$ cat src/rtl/nibble_add_seq_if.sv
// Start/busy/done handshake bundle for nibble_add_seq.
// The sub field exists only when NIBBLE_ADD_SEQ_SUB_EN is defined.
interface nibble_add_seq_if #(
    parameter int WIDTH = 16
);
    logic             start;
    logic [WIDTH-1:0] a;
    logic [WIDTH-1:0] b;
    logic             cin;
`ifdef NIBBLE_ADD_SEQ_SUB_EN
    logic             sub;
`endif
    logic             busy;
    logic             done;
    logic [WIDTH-1:0] sum;
    logic             cout;

`ifdef NIBBLE_ADD_SEQ_SUB_EN
    modport master (output start, a, b, cin, sub, input busy, done, sum, cout);
    modport slave  (input start, a, b, cin, sub, output busy, done, sum, cout);
`else
    modport master (output start, a, b, cin, input busy, done, sum, cout);
    modport slave  (input start, a, b, cin, output busy, done, sum, cout);
`endif
endinterface

$ cat src/rtl/nibble_add_seq.sv
// Multi-cycle WIDTH-bit adder that reuses one 4-bit slice per clock, LS nibble first.
// Define NIBBLE_ADD_SEQ_SUB_EN to add a captured sub request (a - b, cout = no borrow).
module nibble_add_seq #(
    parameter int WIDTH = 16
) (
    input  logic             clk,
    input  logic             rst,
    nibble_add_seq_if.slave  bus
);
    localparam int NIB = WIDTH / 4;
    localparam int IW  = (NIB > 1) ? $clog2(NIB) : 1;

    typedef enum logic [1:0] {
        IDLE = 2'd0,
        RUN  = 2'd1,
        DONE = 2'd2
    } state_t;

    state_t              r_state;
    logic [NIB-1:0][3:0] r_a;
    logic [NIB-1:0][3:0] r_b;
    logic [NIB-1:0][3:0] r_res;
    logic [NIB-1:0][3:0] r_sum;
    logic [IW-1:0]       r_idx;
    logic                r_carry;
    logic                r_cout;
    logic                r_busy;
    logic                r_done;

    logic [WIDTH-1:0]    w_bCapture;
    logic                w_cCapture;
    logic [4:0]          w_add;
    logic [NIB-1:0][3:0] w_resNext;
    logic                w_idxLast;
    logic                w_idxBad;

    // Subtraction is folded into capture: B is stored inverted and the carry seeded with 1.
    always_comb begin
        w_bCapture = bus.b;
        w_cCapture = bus.cin;
`ifdef NIBBLE_ADD_SEQ_SUB_EN
        if (bus.sub) begin
            w_bCapture = ~bus.b;
            w_cCapture = 1'b1;
        end
`endif
    end

    always_comb begin
        w_add            = {1'b0, r_a[r_idx]} + {1'b0, r_b[r_idx]} + {4'd0, r_carry};
        w_resNext        = r_res;
        w_resNext[r_idx] = w_add[3:0];
        w_idxLast        = (r_idx == IW'(NIB - 1));
        w_idxBad         = (int'(r_idx) >= NIB);
    end

    always_ff @(posedge clk or posedge rst) begin
        if (rst) begin
            r_state <= IDLE;
            r_a     <= '0;
            r_b     <= '0;
            r_res   <= '0;
            r_sum   <= '0;
            r_idx   <= '0;
            r_carry <= 1'b0;
            r_cout  <= 1'b0;
            r_busy  <= 1'b0;
            r_done  <= 1'b0;
        end else begin
            case (r_state)
                IDLE: begin
                    r_done <= 1'b0;
                    if (bus.start) begin
                        r_a     <= bus.a;
                        r_b     <= w_bCapture;
                        r_carry <= w_cCapture;
                        r_idx   <= '0;
                        r_busy  <= 1'b1;
                        r_state <= RUN;
                    end
                end
                RUN: begin
                    if (w_idxBad) begin
                        r_idx   <= '0;
                        r_busy  <= 1'b0;
                        r_state <= IDLE;
                    end else begin
                        r_res   <= w_resNext;
                        r_carry <= w_add[4];
                        if (w_idxLast) begin
                            r_sum   <= w_resNext;
                            r_cout  <= w_add[4];
                            r_idx   <= '0;
                            r_busy  <= 1'b0;
                            r_done  <= 1'b1;
                            r_state <= DONE;
                        end else begin
                            r_idx <= r_idx + 1'b1;
                        end
                    end
                end
                DONE: begin
                    r_done  <= 1'b0;
                    r_state <= IDLE;
                end
                default: begin
                    r_busy  <= 1'b0;
                    r_done  <= 1'b0;
                    r_idx   <= '0;
                    r_state <= IDLE;
                end
            endcase
        end
    end

    assign bus.busy = r_busy;
    assign bus.done = r_done;
    assign bus.sum  = r_sum;
    assign bus.cout = r_cout;
endmodule

$ cat src/flat_wrapper.sv
// flat-port wrapper written by rule: the top's interface ports become plain ports
module nibble_add_seq_flat 
#(
    parameter int WIDTH = 16
)
  (clk, rst, bus_start, bus_a, bus_b, bus_cin, bus_busy, bus_done, bus_sum, bus_cout);
  nibble_add_seq_if #(.WIDTH(WIDTH)) bus_i ();
  input  logic clk;
  input  logic rst;
  input wire logic [$bits(bus_i.start)-1:0] bus_start;
  input wire logic [$bits(bus_i.a)-1:0] bus_a;
  input wire logic [$bits(bus_i.b)-1:0] bus_b;
  input wire logic [$bits(bus_i.cin)-1:0] bus_cin;
  output wire logic [$bits(bus_i.busy)-1:0] bus_busy;
  output wire logic [$bits(bus_i.done)-1:0] bus_done;
  output wire logic [$bits(bus_i.sum)-1:0] bus_sum;
  output wire logic [$bits(bus_i.cout)-1:0] bus_cout;
  assign bus_i.start = bus_start;
  assign bus_i.a = bus_a;
  assign bus_i.b = bus_b;
  assign bus_i.cin = bus_cin;
  assign bus_busy = bus_i.busy;
  assign bus_done = bus_i.done;
  assign bus_sum = bus_i.sum;
  assign bus_cout = bus_i.cout;
  nibble_add_seq #(.WIDTH(WIDTH)) u_core (.clk(clk), .rst(rst), .bus(bus_i));
endmodule
$ cat config.mk
export PLATFORM = sky130hd
export DESIGN_NAME = nibble_add_seq_flat
export DESIGN_NICKNAME = d
export VERILOG_FILES = /design/src/rtl/nibble_add_seq_if.sv /design/src/rtl/nibble_add_seq.sv /design/src/flat_wrapper.sv
export SDC_FILE = /design/constraint.sdc
export NUM_CORES = 1
export LEC_CHECK = 0
export ABC_AREA = 1
export CORE_UTILIZATION = 35
export CTS_CLUSTER_SIZE = 40
export DETAILED_ROUTE_END_ITERATION = 8
export GPL_ROUTABILITY_DRIVEN = 0
export PLACE_DENSITY = 0.63
export SYNTH_ARGS = -nofsm -noshare
export SYNTH_HDL_FRONTEND = slang
export SYNTH_SLANG_ARGS = --single-unit
$ cat constraint.sdc
create_clock -name clk -period 2.47 [get_ports clk]
set_input_delay 0.494 -clock clk [delete_from_list [all_inputs] [get_ports clk]]
set_output_delay 0.494 -clock clk [all_outputs]
set_load 0.02 [all_outputs]
Word-level counts from Yosys, hierarchy flattened:

Index checks and enable logic that the tools add are counted.

* add/sub/neg operators: 3
* order comparisons: 2
* eq/ne operators: 5
* muxes and demuxes: 20
* bitwise operators: 1
* reduce and logical (&&, ||, !) cells: 9

Operator list (count)
* $bmux W4 S2: 2
* $bwmux W16: 1
* $mux W4: 3
* $reduce_and A2 Y1: 5
* $demux W4 S2: 1
* $mux W2: 4
* $pmux W2 S3: 1
* $add A4 B4 Y5: 1
* $add A5 B1 Y5: 1
* $mux W1: 5
* $eq A2 B2 Y1 const B: 2
* $pmux W2 S2: 1
* $lt A2 B3 Y1 const B: 1
* $pmux W1 S3: 1
* $reduce_and A3 Y1: 1
* $add A2 B1 Y2 const B: 1
* $eq A2 B1 Y1 const B: 1
* $ge A2 B1 Y1 const B: 1
* $logic_not A2 Y1: 1
* $ne A2 B1 Y1 const B: 1
* $ne A2 B2 Y1 const B: 1
* $pmux W1 S2: 1
* $reduce_bool A2 Y1: 1
* $logic_and A1 B1 Y1: 1
* $not A1 Y1: 1

* flip-flop bits (word level): 72
* input bits: 36
* output and inout port bits: 19
* logic and storage cells: 62

Depth between registers and ports, before layout:

* depth in word-level cells: 5
* depth in mapped cells: 13
* mapped depth without buffers: 11

Least setup slack after synthesis:

No wires, ideal clock.

* path type: reg2reg
* from: register u_core.r_idx[0]
* to: register u_core.r_res[10] (netlist bit)
* setup time: 0.128 ns
* arrival: 2.227 ns
* slack: 0.115 ns
* stages on the path, launching flop included: 13
* path buffers: 2
* clock period less this slack: 2.355 ns
* path through: dfrtp_1 buf_2 inv_1 buf_4 nor2_1 o22ai_1 fa_1 inv_1 fa_1 xor2_1 nand2_1 o21ai_0 o21ai_0

* cells in the longest elaborated chain, start to end: 5
* elaborated cells on any way between the ends: 12

Ends and longest elaborated chain
* start: declaration: RTL line nibble_add_seq.sv:24 `logic [IW-1:0] r_idx;`
* start signal: assignment: RTL line nibble_add_seq.sv:98 `r_idx <= r_idx + 1'b1;`
* $bmux W4 S2 (tied with other cells): RTL line nibble_add_seq.sv:50 `w_add = {1'b0, r_a[r_idx]} + {1'b0, r_b[r_idx]} + {4'd0, r_carry};`
* $mux W4 (implied by the code) or $logic_and A1 B1 Y1 (tied branches): RTL line nibble_add_seq.sv:50, nibble_add_seq.sv:52
* $add A4 B4 Y5 or $mux W4 (tied branches): RTL line nibble_add_seq.sv:50, nibble_add_seq.sv:52
* $add A5 B1 Y5 or $demux W4 S2 (tied branches)
* $bwmux W16 *: RTL line nibble_add_seq.sv:52 `w_resNext[r_idx] = w_add[3:0];`
* end signal: assignment: RTL line nibble_add_seq.sv:88 `r_res <= w_resNext;`
* end: declaration: RTL line nibble_add_seq.sv:22 `logic [NIB-1:0][3:0] r_res;`

Mark *: on every way between the ends. The rest lies on a longest branch, timed or not. The select of a mux whose other input is x is not followed.
A chain may end at the register's enable or synchronous reset.

Final worst setup path:

* from: register u_core.r_idx[0]
* to: register u_core.r_sum (netlist bit u_core.bus.sum[9])

* cells in the longest elaborated chain, start to end: 5
* elaborated cells on any way between the ends: 14

Ends and longest elaborated chain
* $bmux W4 S2 (tied with other cells): RTL line nibble_add_seq.sv:50
* $mux W4 (implied by the code) or $logic_and A1 B1 Y1 (tied branches): RTL line nibble_add_seq.sv:50, nibble_add_seq.sv:52
* $add A4 B4 Y5 or $mux W4 (tied branches): RTL line nibble_add_seq.sv:50, nibble_add_seq.sv:52
* $add A5 B1 Y5 or $demux W4 S2 (tied branches)
* $bwmux W16: RTL line nibble_add_seq.sv:52
* end signal: assignment: RTL line nibble_add_seq.sv:91 `r_sum <= w_resNext;`
* end: declaration: RTL line nibble_add_seq.sv:23 `logic [NIB-1:0][3:0] r_sum;`

Several ways; a longest one is shown, not always the timed one. The select of a mux whose other input is x is not followed.

==> flow_summary.yaml <==
outcome:
  outcome: "finished, final reports clean"
floorplanning:
  io_pins: 55
  die_w_um: 96.9
  die_y_um: 96.9
  core_area_um2: 8720
  initial_utilization: 0.361
  dieArea_um2: 9380
  floorplan.rows: 34
synth:
  yosysSeqAreaShare: 0.540
  yosys-top-cells-area: "dfrtp_1 (54%), nand2_1 (21%), o21ai_0 (4.4%)"
  yosysTopAreaCell: "dfrtp_1"
  ys_types: 26
  synth_area_um2: 3150
  synth_cells: 378
  syn_nets: 423
  yosysWarnings: 0
  synth_top_cell_area_share: 0.540
  avgSynthCellArea_um2: 8.33
  ys_seq_elements: 68
clock_tree:
  clock-sinks: 68
  root_buffer: "clkbuf_8"
  clock_latency_ns: 0.34
  post_cts_buffers: 0
  clkTransAtPathRegs_ns: 0.07
  htree_levels: 3
  cts_max_path_buffers: 2
  cts_inserted_buffers: 9
  tritoncts: "built"
grt:
  grt_pass1_wl_um: 12000
  antenna_found_initial: 0
  grt_pass1_vias: 2551
  grt_max_degree: 69
  grt_overflow_total: 0
  grt.total_usage: 0.160
cells_and_area:
  antenna_cells: 0
  drive_gt1_frac: 0.0862
  finalNetCount: 481
  fillers: 861
  syn2layout_area_growth_pct: 28.9
critical_path:
  critPathMaxFanout: 10
  arrival_ns: 2.58
  worstSetupEndpointType: "register"
  crit_path_start_kind: "register"
  path_class: "register to register"
  reg2reg_slack_ns: 0.18
  critPathRequiredTime_ns: 2.76
timing:
  finalSetupViolCount: 0
  grt_setup_unrepaired: "false"
  min_period_over_period: 0.928
  timing.final.crit_period_ns: 2.29
  fin_setup_tns_ns: 0
  fin_worst_skew_ns: 0.00890
  tightest_slew_ns: 0.479
  fmax_mhz: 436
  hold_viol: 0
  timing.final.max_slew_violations: 0
  relSlewSlack: 0.680
power_and_ir_drop:
  p_leak_nw: 2.02
  switching_power_mw: 2.58
  p_clk_frac: 0.166
  pwr-share-comb: 0.511
  p_per_area_nw_per_um2: 1500
  intPower_mw: 3.49
  ir_drop_uv: 579
  p_sw_frac: 0.425
  seqPwrFrac: 0.323
  power_mw: 6.08
drt:
  via_count: 2588
  ant_nets: 0
  drt_iter0_markers: 122
  drc: 0
  routed_wl_um: 7010
  wl_per_cell_um: 12.8
  drt-vias-per-instance: 4.71
  first_pass_iters: 4
placement:
  io_buffers: 54
  hpwl_um: 4830
worst_hold_path:
  worst_hold_path_type: "register to register"
flow_run:
  maxCapViolCount: 0
==> registers in the layout, indices dropped and copies added (netlist names) <==
name             count
u_core.r_state       2
u_core.r_res        12
u_core.bus.busy      1
u_core.r_idx         2
u_core.r_a          16
u_core.bus.sum      16
u_core.bus.done      1
u_core.r_b          16
u_core.bus.cout      1
u_core.r_carry       1
==> layout make-up <==
type	count	area, um^2	share of cell area
well taps	108	135	0.0333
clock buffers	11	141	0.0348
multi-input cells	273	1280	0.316
clock inverters	5	75.1	0.0185
flip-flops and latches	68	1700	0.419
repair buffers	62	638	0.157
inverters	22	85.1	0.0210
==> per-stage QoR <==
step	cells	utilization	area, um^2	hold WS (ns)	setup WS (ns)
global route	549	0.466	4060	0.494	0.0162
CTS	548	0.460	4010	0.478	0.0456
global placement	532	0.435	3790	0.454	0.151
finish	549	0.466	4060	0.475	0.179
floorplan	378	-	3150	0.442	0.115
detailed placement	532	0.435	3790	0.459	0.0584
==> cell usage after synthesis, drive strengths merged <==
library cell,n
dfrtp,68
nand2,173
inv,22
o21bai,1
nor2,20
a22o,1
o22ai,7
or2,6
nand3,14
o21ai,31
clkbuf,1
ha,7
buf,14
a32oi,2
fa,2
a21oi,8
xor2,1
==> logic make-up (layout without fill, tap and decap cells) <==
family | after synthesis | count (layout) | synth area share
AO/OA/AOI/OAI | 50 | 50 | 0.0866
XOR/XNOR | 1 | 1 | 0.00278
buffers and inverters | 37 | 100 | 0.0564
AND/OR/NAND/NOR | 213 | 213 | 0.273
adder cells (fa/ha/maj) | 9 | 9 | 0.0405
flip-flops | 68 | 68 | 0.540
==> worst max-delay path, stage by stage, from the launching register on <==
cell	delay (ns)
dfrtp_2	0.45
buf_8	0.15
o21ai_0	0.15
o22ai_1	0.14
fa_2	0.42
inv_1	0.08
fa_2	0.48
a21oi_1	0.20
nand2_1	0.09
nand2_1	0.07
==> layer usage <==
metal | track usage | wire, um
met5 | 0 | 0
met4 | 0.0792 | 159
met3 | 0.0318 | 261
met2 | 0.251 | 3280
met1 | 0.210 | 3310
==> power by group through the flow <==
stage	Combinational [mW]	Clock, mW	Sequential (mW)
detailed placement	3.00	0	1.96
global placement	2.90	0	1.95
floorplan	1.98	0	2.05
global route	3.53	1.08	2.02
finish	3.11	1.01	1.96
CTS	3.01	1.03	1.95
==> cells in the final DEF (no fill, tap or decap), drive strengths merged, types with 7 or more instances in the layout <==
master,n
dfrtp,68
clkdlybuf4s50,54
nor2,20
nand3,14
buf,7
clkbuf,12
ha,7
o22ai,7
o21ai,31
nand2,173
a21oi,8
inv,22
==> timing repair <==
action,4_1_cts,5_1_grt
hold endpoints to repair,0,0
hold buffers,0,0
endpoints found under the setup margin,0,8
gates resized for setup,0,8
==> worst paths after layout <==
| path | start | to | cells past startpoint |
|---|---|---|---|
| setup / recovery | u_core.r_idx[0] | u_core.bus.sum[9] | 9 |
| hold / removal | u_core.bus.sum[12] | u_core.bus.sum[12] | 2 |
| setup reg to reg | u_core.r_idx[0] | u_core.bus.sum[9] | 9 |
| hold reg to reg | u_core.bus.sum[12] | u_core.bus.sum[12] | 2 |
| max in group asynchronous | rst | u_core.r_idx[0] | 3 |
| min in group asynchronous | rst | u_core.r_res[1] | 3 |
Note: power is estimated with default switching activity, not from simulation.
